<file path="src/rtl/instr_fetch.sv">
// -----------------------------------------------------------------------------
// instr_fetch
//
// Instruction fetch stage in front of opcode_decoder. Owns the program counter,
// issues word-aligned requests to instruction memory over a req/gnt/rvalid
// handshake, buffers returned words with their PCs in an in-order FIFO and
// hands them to decode over a valid/ready handshake. Redirects flush the
// buffer, restart fetch at a new PC and discard responses still in flight.
//
// Parameters
//   RESET_PC        first PC fetched after reset (word aligned)
//   DEPTH           buffer entries; also the cap on buffered + in-flight words
//
// Ports
//   clk_i           clock, all state updates on the rising edge
//   reset_i         synchronous active-high reset
//   imem_req_o      fetch request valid
//   imem_addr_o     fetch address (current PC), bits [1:0] always 0
//   imem_gnt_i      memory accepts the request this cycle
//   imem_rvalid_i   response valid (one per granted request, in order)
//   imem_rdata_i    response instruction word
//   redirect_i      flush and restart fetch
//   redirect_pc_i   restart PC, bits [1:0] ignored
//   instr_valid_o   buffer head valid
//   instr_o         buffer head instruction word (0 when not valid)
//   instr_pc_o      PC of the buffer head (0 when not valid)
//   instr_ready_i   decode accepts the head this cycle
// -----------------------------------------------------------------------------
module instr_fetch #(
    parameter logic [31:0] RESET_PC = 32'h0000_0000,
    parameter int          DEPTH    = 4
) (
    input  logic        clk_i,
    input  logic        reset_i,

    output logic        imem_req_o,
    output logic [31:0] imem_addr_o,
    input  logic        imem_gnt_i,
    input  logic        imem_rvalid_i,
    input  logic [31:0] imem_rdata_i,

    input  logic        redirect_i,
    input  logic [31:0] redirect_pc_i,

    output logic        instr_valid_o,
    output logic [31:0] instr_o,
    output logic [31:0] instr_pc_o,
    input  logic        instr_ready_i
);

    localparam int PW = (DEPTH > 1) ? $clog2(DEPTH) : 1;
    localparam int CW = $clog2(DEPTH + 1);
    localparam logic [CW-1:0] DEPTH_C = CW'(DEPTH);

    // -------------------------------------------------------------------------
    // State
    // -------------------------------------------------------------------------
    logic [31:0]   pc_q,       pc_d;
    logic [31:0]   resp_pc_q,  resp_pc_d;
    logic [PW-1:0] rd_ptr_q,   rd_ptr_d;
    logic [PW-1:0] wr_ptr_q,   wr_ptr_d;
    logic [CW-1:0] count_q,    count_d;
    logic [CW-1:0] outst_q,    outst_d;
    logic [CW-1:0] drop_q,     drop_d;

    logic [31:0]   fifo_instr_q [DEPTH];
    logic [31:0]   fifo_pc_q    [DEPTH];

    // -------------------------------------------------------------------------
    // Handshake decode
    // -------------------------------------------------------------------------
    logic          pop;
    logic          grant;
    logic          resp;
    logic          resp_drop;
    logic          push;
    logic          credit_ok;
    logic [CW:0]   pending;
    logic [31:0]   redirect_pc_al;

    // Low address bits of the redirect target are forced to zero.
    logic          unused_redirect_lsb;
    assign unused_redirect_lsb = ^redirect_pc_i[1:0];

    assign redirect_pc_al = {redirect_pc_i[31:2], 2'b00};

    assign instr_valid_o = (count_q != '0);
    assign pop           = instr_valid_o && instr_ready_i;

    // Every buffered word and every in-flight request holds a slot. A pop this
    // cycle frees one, so a full stage can still request when decode drains.
    assign pending   = {1'b0, count_q} + {1'b0, outst_q};
    assign credit_ok = (pending < {1'b0, DEPTH_C}) ||
                       ((pending == {1'b0, DEPTH_C}) && pop);

    assign imem_req_o  = !reset_i && credit_ok;
    assign imem_addr_o = pc_q;
    assign grant       = imem_req_o && imem_gnt_i;

    // A response with nothing outstanding cannot belong to us; ignore it.
    assign resp      = imem_rvalid_i && (outst_q != '0);
    // Responses are stale while drop_q covers them, and any response landing
    // in the redirect cycle is stale by definition.
    assign resp_drop = resp && (redirect_i || (drop_q != '0));
    assign push      = resp && !resp_drop;

    assign instr_o    = instr_valid_o ? fifo_instr_q[rd_ptr_q] : 32'h0;
    assign instr_pc_o = instr_valid_o ? fifo_pc_q[rd_ptr_q]    : 32'h0;

    function automatic logic [PW-1:0] ptr_inc(input logic [PW-1:0] p);
        return (p == PW'(DEPTH - 1)) ? '0 : p + 1'b1;
    endfunction

    // -------------------------------------------------------------------------
    // Next-state logic
    // -------------------------------------------------------------------------
    always_comb begin
        outst_d = outst_q;
        case ({grant, resp})
            2'b10:   outst_d = outst_q + 1'b1;
            2'b01:   outst_d = outst_q - 1'b1;
            default: outst_d = outst_q;
        endcase
    end

    always_comb begin
        drop_d = drop_q;
        if (redirect_i) begin
            // Everything still in flight after this cycle predates the redirect.
            drop_d = outst_d;
        end else if (resp && (drop_q != '0)) begin
            drop_d = drop_q - 1'b1;
        end
    end

    always_comb begin
        pc_d = pc_q;
        if (redirect_i) begin
            pc_d = redirect_pc_al;
        end else if (grant) begin
            pc_d = pc_q + 32'd4;
        end
    end

    // Responses return in order and stale ones never push, so the PC of each
    // accepted response is simply the next word after the previous one.
    always_comb begin
        resp_pc_d = resp_pc_q;
        if (redirect_i) begin
            resp_pc_d = redirect_pc_al;
        end else if (push) begin
            resp_pc_d = resp_pc_q + 32'd4;
        end
    end

    always_comb begin
        rd_ptr_d = rd_ptr_q;
        wr_ptr_d = wr_ptr_q;
        count_d  = count_q;
        if (redirect_i) begin
            rd_ptr_d = '0;
            wr_ptr_d = '0;
            count_d  = '0;
        end else begin
            if (push) begin
                wr_ptr_d = ptr_inc(wr_ptr_q);
            end
            if (pop) begin
                rd_ptr_d = ptr_inc(rd_ptr_q);
            end
            case ({push, pop})
                2'b10:   count_d = count_q + 1'b1;
                2'b01:   count_d = count_q - 1'b1;
                default: count_d = count_q;
            endcase
        end
    end

    // -------------------------------------------------------------------------
    // Registers
    // -------------------------------------------------------------------------
    always_ff @(posedge clk_i) begin
        if (reset_i) begin
            pc_q      <= RESET_PC;
            resp_pc_q <= RESET_PC;
            rd_ptr_q  <= '0;
            wr_ptr_q  <= '0;
            count_q   <= '0;
            outst_q   <= '0;
            drop_q    <= '0;
        end else begin
            pc_q      <= pc_d;
            resp_pc_q <= resp_pc_d;
            rd_ptr_q  <= rd_ptr_d;
            wr_ptr_q  <= wr_ptr_d;
            count_q   <= count_d;
            outst_q   <= outst_d;
            drop_q    <= drop_d;
        end
    end

    // Storage needs no reset: the outputs are gated by instr_valid_o.
    always_ff @(posedge clk_i) begin
        if (!reset_i && !redirect_i && push) begin
            fifo_instr_q[wr_ptr_q] <= imem_rdata_i;
            fifo_pc_q[wr_ptr_q]    <= resp_pc_q;
        end
    end

endmodule

</file>
<file path="config.mk">
export PLATFORM = sky130hd
export DESIGN_NAME = instr_fetch
export DESIGN_NICKNAME = d
export VERILOG_FILES = /design/src/rtl/instr_fetch.sv
export SDC_FILE = /design/constraint.sdc
export NUM_CORES = 1
export LEC_CHECK = 0
export CAP_MARGIN = 20
export CORE_MARGIN = 5
export CORE_UTILIZATION = 55
export CTS_CLUSTER_SIZE = 28
export DETAILED_ROUTE_END_ITERATION = 7
export GPL_TIMING_DRIVEN = 0
export MAX_ROUTING_LAYER = met4
export PLACE_DENSITY = 0.79
export SLEW_MARGIN = 25
export SYNTH_ARGS = -nofsm -noshare
export SYNTH_HDL_FRONTEND = slang
export SYNTH_SLANG_ARGS = --single-unit
</file>
<file path="constraint.sdc">
create_clock -name clk_i -period 4.83 [get_ports clk_i]
set_clock_uncertainty 0.2 [all_clocks]
set_input_delay 0.966 -clock clk_i [delete_from_list [all_inputs] [get_ports clk_i]]
set_output_delay 0.966 -clock clk_i [all_outputs]
set_load 0.005 [all_outputs]
</file>
==> metrics.txt <==
run status=finished, final reports clean; gr ovfl total=0; Yosys reg bits=323; H-tree Lvls=1; Least-Margin Pin Slew=1111 ps; FF-to-FF Start=outst_q[0]$_SDFF_PP0_; DR vias=8565; clock sink count=323; Detailed Routing Iterations Pass 1=5; nets=1207; leakage=0.005392 uW; max_slew headroom=0.2527; DRT iter0 DRCs=734; starting density of the core=0.5587; R2R Path End=drop_q[1]$_SDFFE_PP0P_; Yosys top cell area share=0.5465; drt total wl=31.66 mm; num rows=57; top_reg_cell synth=edfxtp_1; Critical Path Sink Type=primary output; Ys Warns=0; Max-Cap Viols=0; setup TNS=0 ps; # port buffers=160; Worst R2R Path Depth=13; Mapped Cells=920; Reg2Reg Setup Slack=570 ps; Power Density=360.2 nW/um2; HPWL Detailed=21.73 mm; fraction of registers with async set/reset=0; CTS tree=done; final hold vios=0; period utilisation layout=0.9418; Distinct cells, synth=55; Layout Utilization=0.6846; cell taking the most area after synthesis=edfxtp_1; FMAX=219.8 MHz; WL/cell=21.57 um; Final Cell Area=16700 um2; postcts setup bufs=0; Hold-fix buffers, CTS=0; WP data arrival=3380 ps; largest cells by area after synthesis=edfxtp_1 (55%), dfxtp_1 (11%), mux4_2 (10%); Critical Path Source Type=flip-flop; routed vias/inst=5.834; CP Capture Point=instr_pc_o[17]; DP Area=15770 um2; vias in the first global route=8508; Filler cells=1702; commonest cells after routing, fill and taps aside=edfxtp_1 (248), clkdlybuf4s50_1 (160), dfxtp_1 (75), and2_1 (64), mux4_2 (62); synthesis-to-layout area growth=22.54%; antenna violations before repair=0; post_cts resized=0; Max Root-Sink Buffers=3; Die H=167.4 um; register clock-pin slew on the reported worst setup and hold paths=60 ps; Core Footprint=24390 um2; largest net degree at the start of global routing=44; Setup-failing EPs final=0; GRT Resource Usage Total=0.2289; RSZ-0062 raised after global routing=no; I/O pin cnt=168; CTS Buf Count=31; Die ar.=28020 um2; Antenna Nets Post-Route=0; first-pass GRT wire length=49.20 mm; Tmin final=4549 ps; Die X=167.4 um; Clock Latency Late Sink=550 ps; Peak VDD IR=233.3 uV; synthesized cell area=13630 um2; ANT cells=0; crit-path max FO=10; commonest non-fill, non-tap cell in the layout=edfxtp_1; PnR Total Power=6015 uW; Root Driver=clkbuf_16; Final GP Congestion=0.9057; Post-synth EDFFs=248; Critical Path RT=3660 ps; HP Class=flip-flop to flip-flop; fin. max-slew vios=0; Remaining DRCs=0; layout cell share with drive strength beyond 1=0.1136; register area share after synthesis=0.6567; Syn Area/Cell=14.81 um2; Critical Setup Path Class=flip-flop to primary output
==> cells by family after synthesis <==
kind of cell               count (synthesis)  synth area share
buffers and inverters                     85           0.02470
adders and majority gates                 17           0.01726
muxes                                     67            0.1064
AOI/OAI and AO/OA                        114           0.05830
other                                      1         0.0002752
and+or+nand+nor                          268            0.1074
DFF                                      323            0.6567
xor gates and xnor gates                  45           0.02892
==> how the worst min path moves through the flow <==
stage                                         from                        to  cells after the start
after floorplan           rd_ptr_q[1]$_SDFFE_PP0P_                 flip-flop                      2
after detailed placement  rd_ptr_q[1]$_SDFFE_PP0P_  rd_ptr_q[1]$_SDFFE_PP0P_                      2
after global placement    rd_ptr_q[1]$_SDFFE_PP0P_  rd_ptr_q[1]$_SDFFE_PP0P_                      2
final                     rd_ptr_q[1]$_SDFFE_PP0P_                 flip-flop                      2
after global routing      rd_ptr_q[1]$_SDFFE_PP0P_                 flip-flop                      2
after CTS                 rd_ptr_q[1]$_SDFFE_PP0P_                 flip-flop                      2
==> cells in the mapped netlist (16+ instances only) <==
master	instances
edfxtp_1	248
dfxtp_1	75
and2_1	64
mux4_2	62
nand2_1	42
nor2_1	41
inv_1	35
clkbuf_1	33
xor2_1	29
a21oi_1	27
nand3_1	25
nand4_1	22
a21boi_0	21
xnor2_1	16
==> metal layers <==
layer / routed length, um / global-route usage / up-vias
li1: - / - / 3935
met1: 13680 / 0.3228 / 4178
met2: 15180 / 0.3636 / 403
met3: 2274 / 0.03371 / 49
met4: 529 / 0.04658 / 0
met5: 0 / - / -
==> flip-flops by register name (all words and copies together), names as in the netlist, named ones only <==
signal	count
count_q	3
drop_q	3
fifo_instr_q	128
fifo_pc_q	120
imem_addr_o	30
outst_q	3
rd_ptr_q	2
resp_pc_q	30
wr_ptr_q	2
==> area by class of cell <==
type	count	area (um2)	area share
well taps	324	405.4	0.02428
multi-input cells	515	4385	0.2626
repair buffers	164	1697	0.1016
clock inverters	20	127.6	0.007643
inverters	36	135.1	0.008092
flip-flops and latches	323	8949	0.5359
plain buffers	49	201.4	0.01206
clock buffers	37	798.3	0.04780
==> critical path, stage by stage (launching register included) <==
cell             delay (ps)
dfxtp_1                 310
clkbuf_1                510
buf_1                   730
mux4_2                  620
and2_1                  180
clkdlybuf4s50_1         480
==> per-stage QoR <==
step | hold WS [ps] | setup WS, ps | std cells
final | 280.2 | 281.3 | 1468
after global routing | 318.9 | 13.09 | 1468
after CTS | 284.7 | 141.2 | 1468
after detailed placement | 276.5 | 143.0 | 1411
after global placement | 270.4 | -575.5 | 1407
after floorplan | 254.1 | 1177 | 923
==> report_power, final <==
group / internal, uW / leakage [uW] / switching [uW] / total (uW)
Combinational: 303 / 0.00208 / 326 / 629
Clock: 1230 / 0.000443 / 984 / 2210
Sequential: 3090 / 0.00287 / 90.1 / 3180
Note: power is estimated with default switching activity, not from simulation.
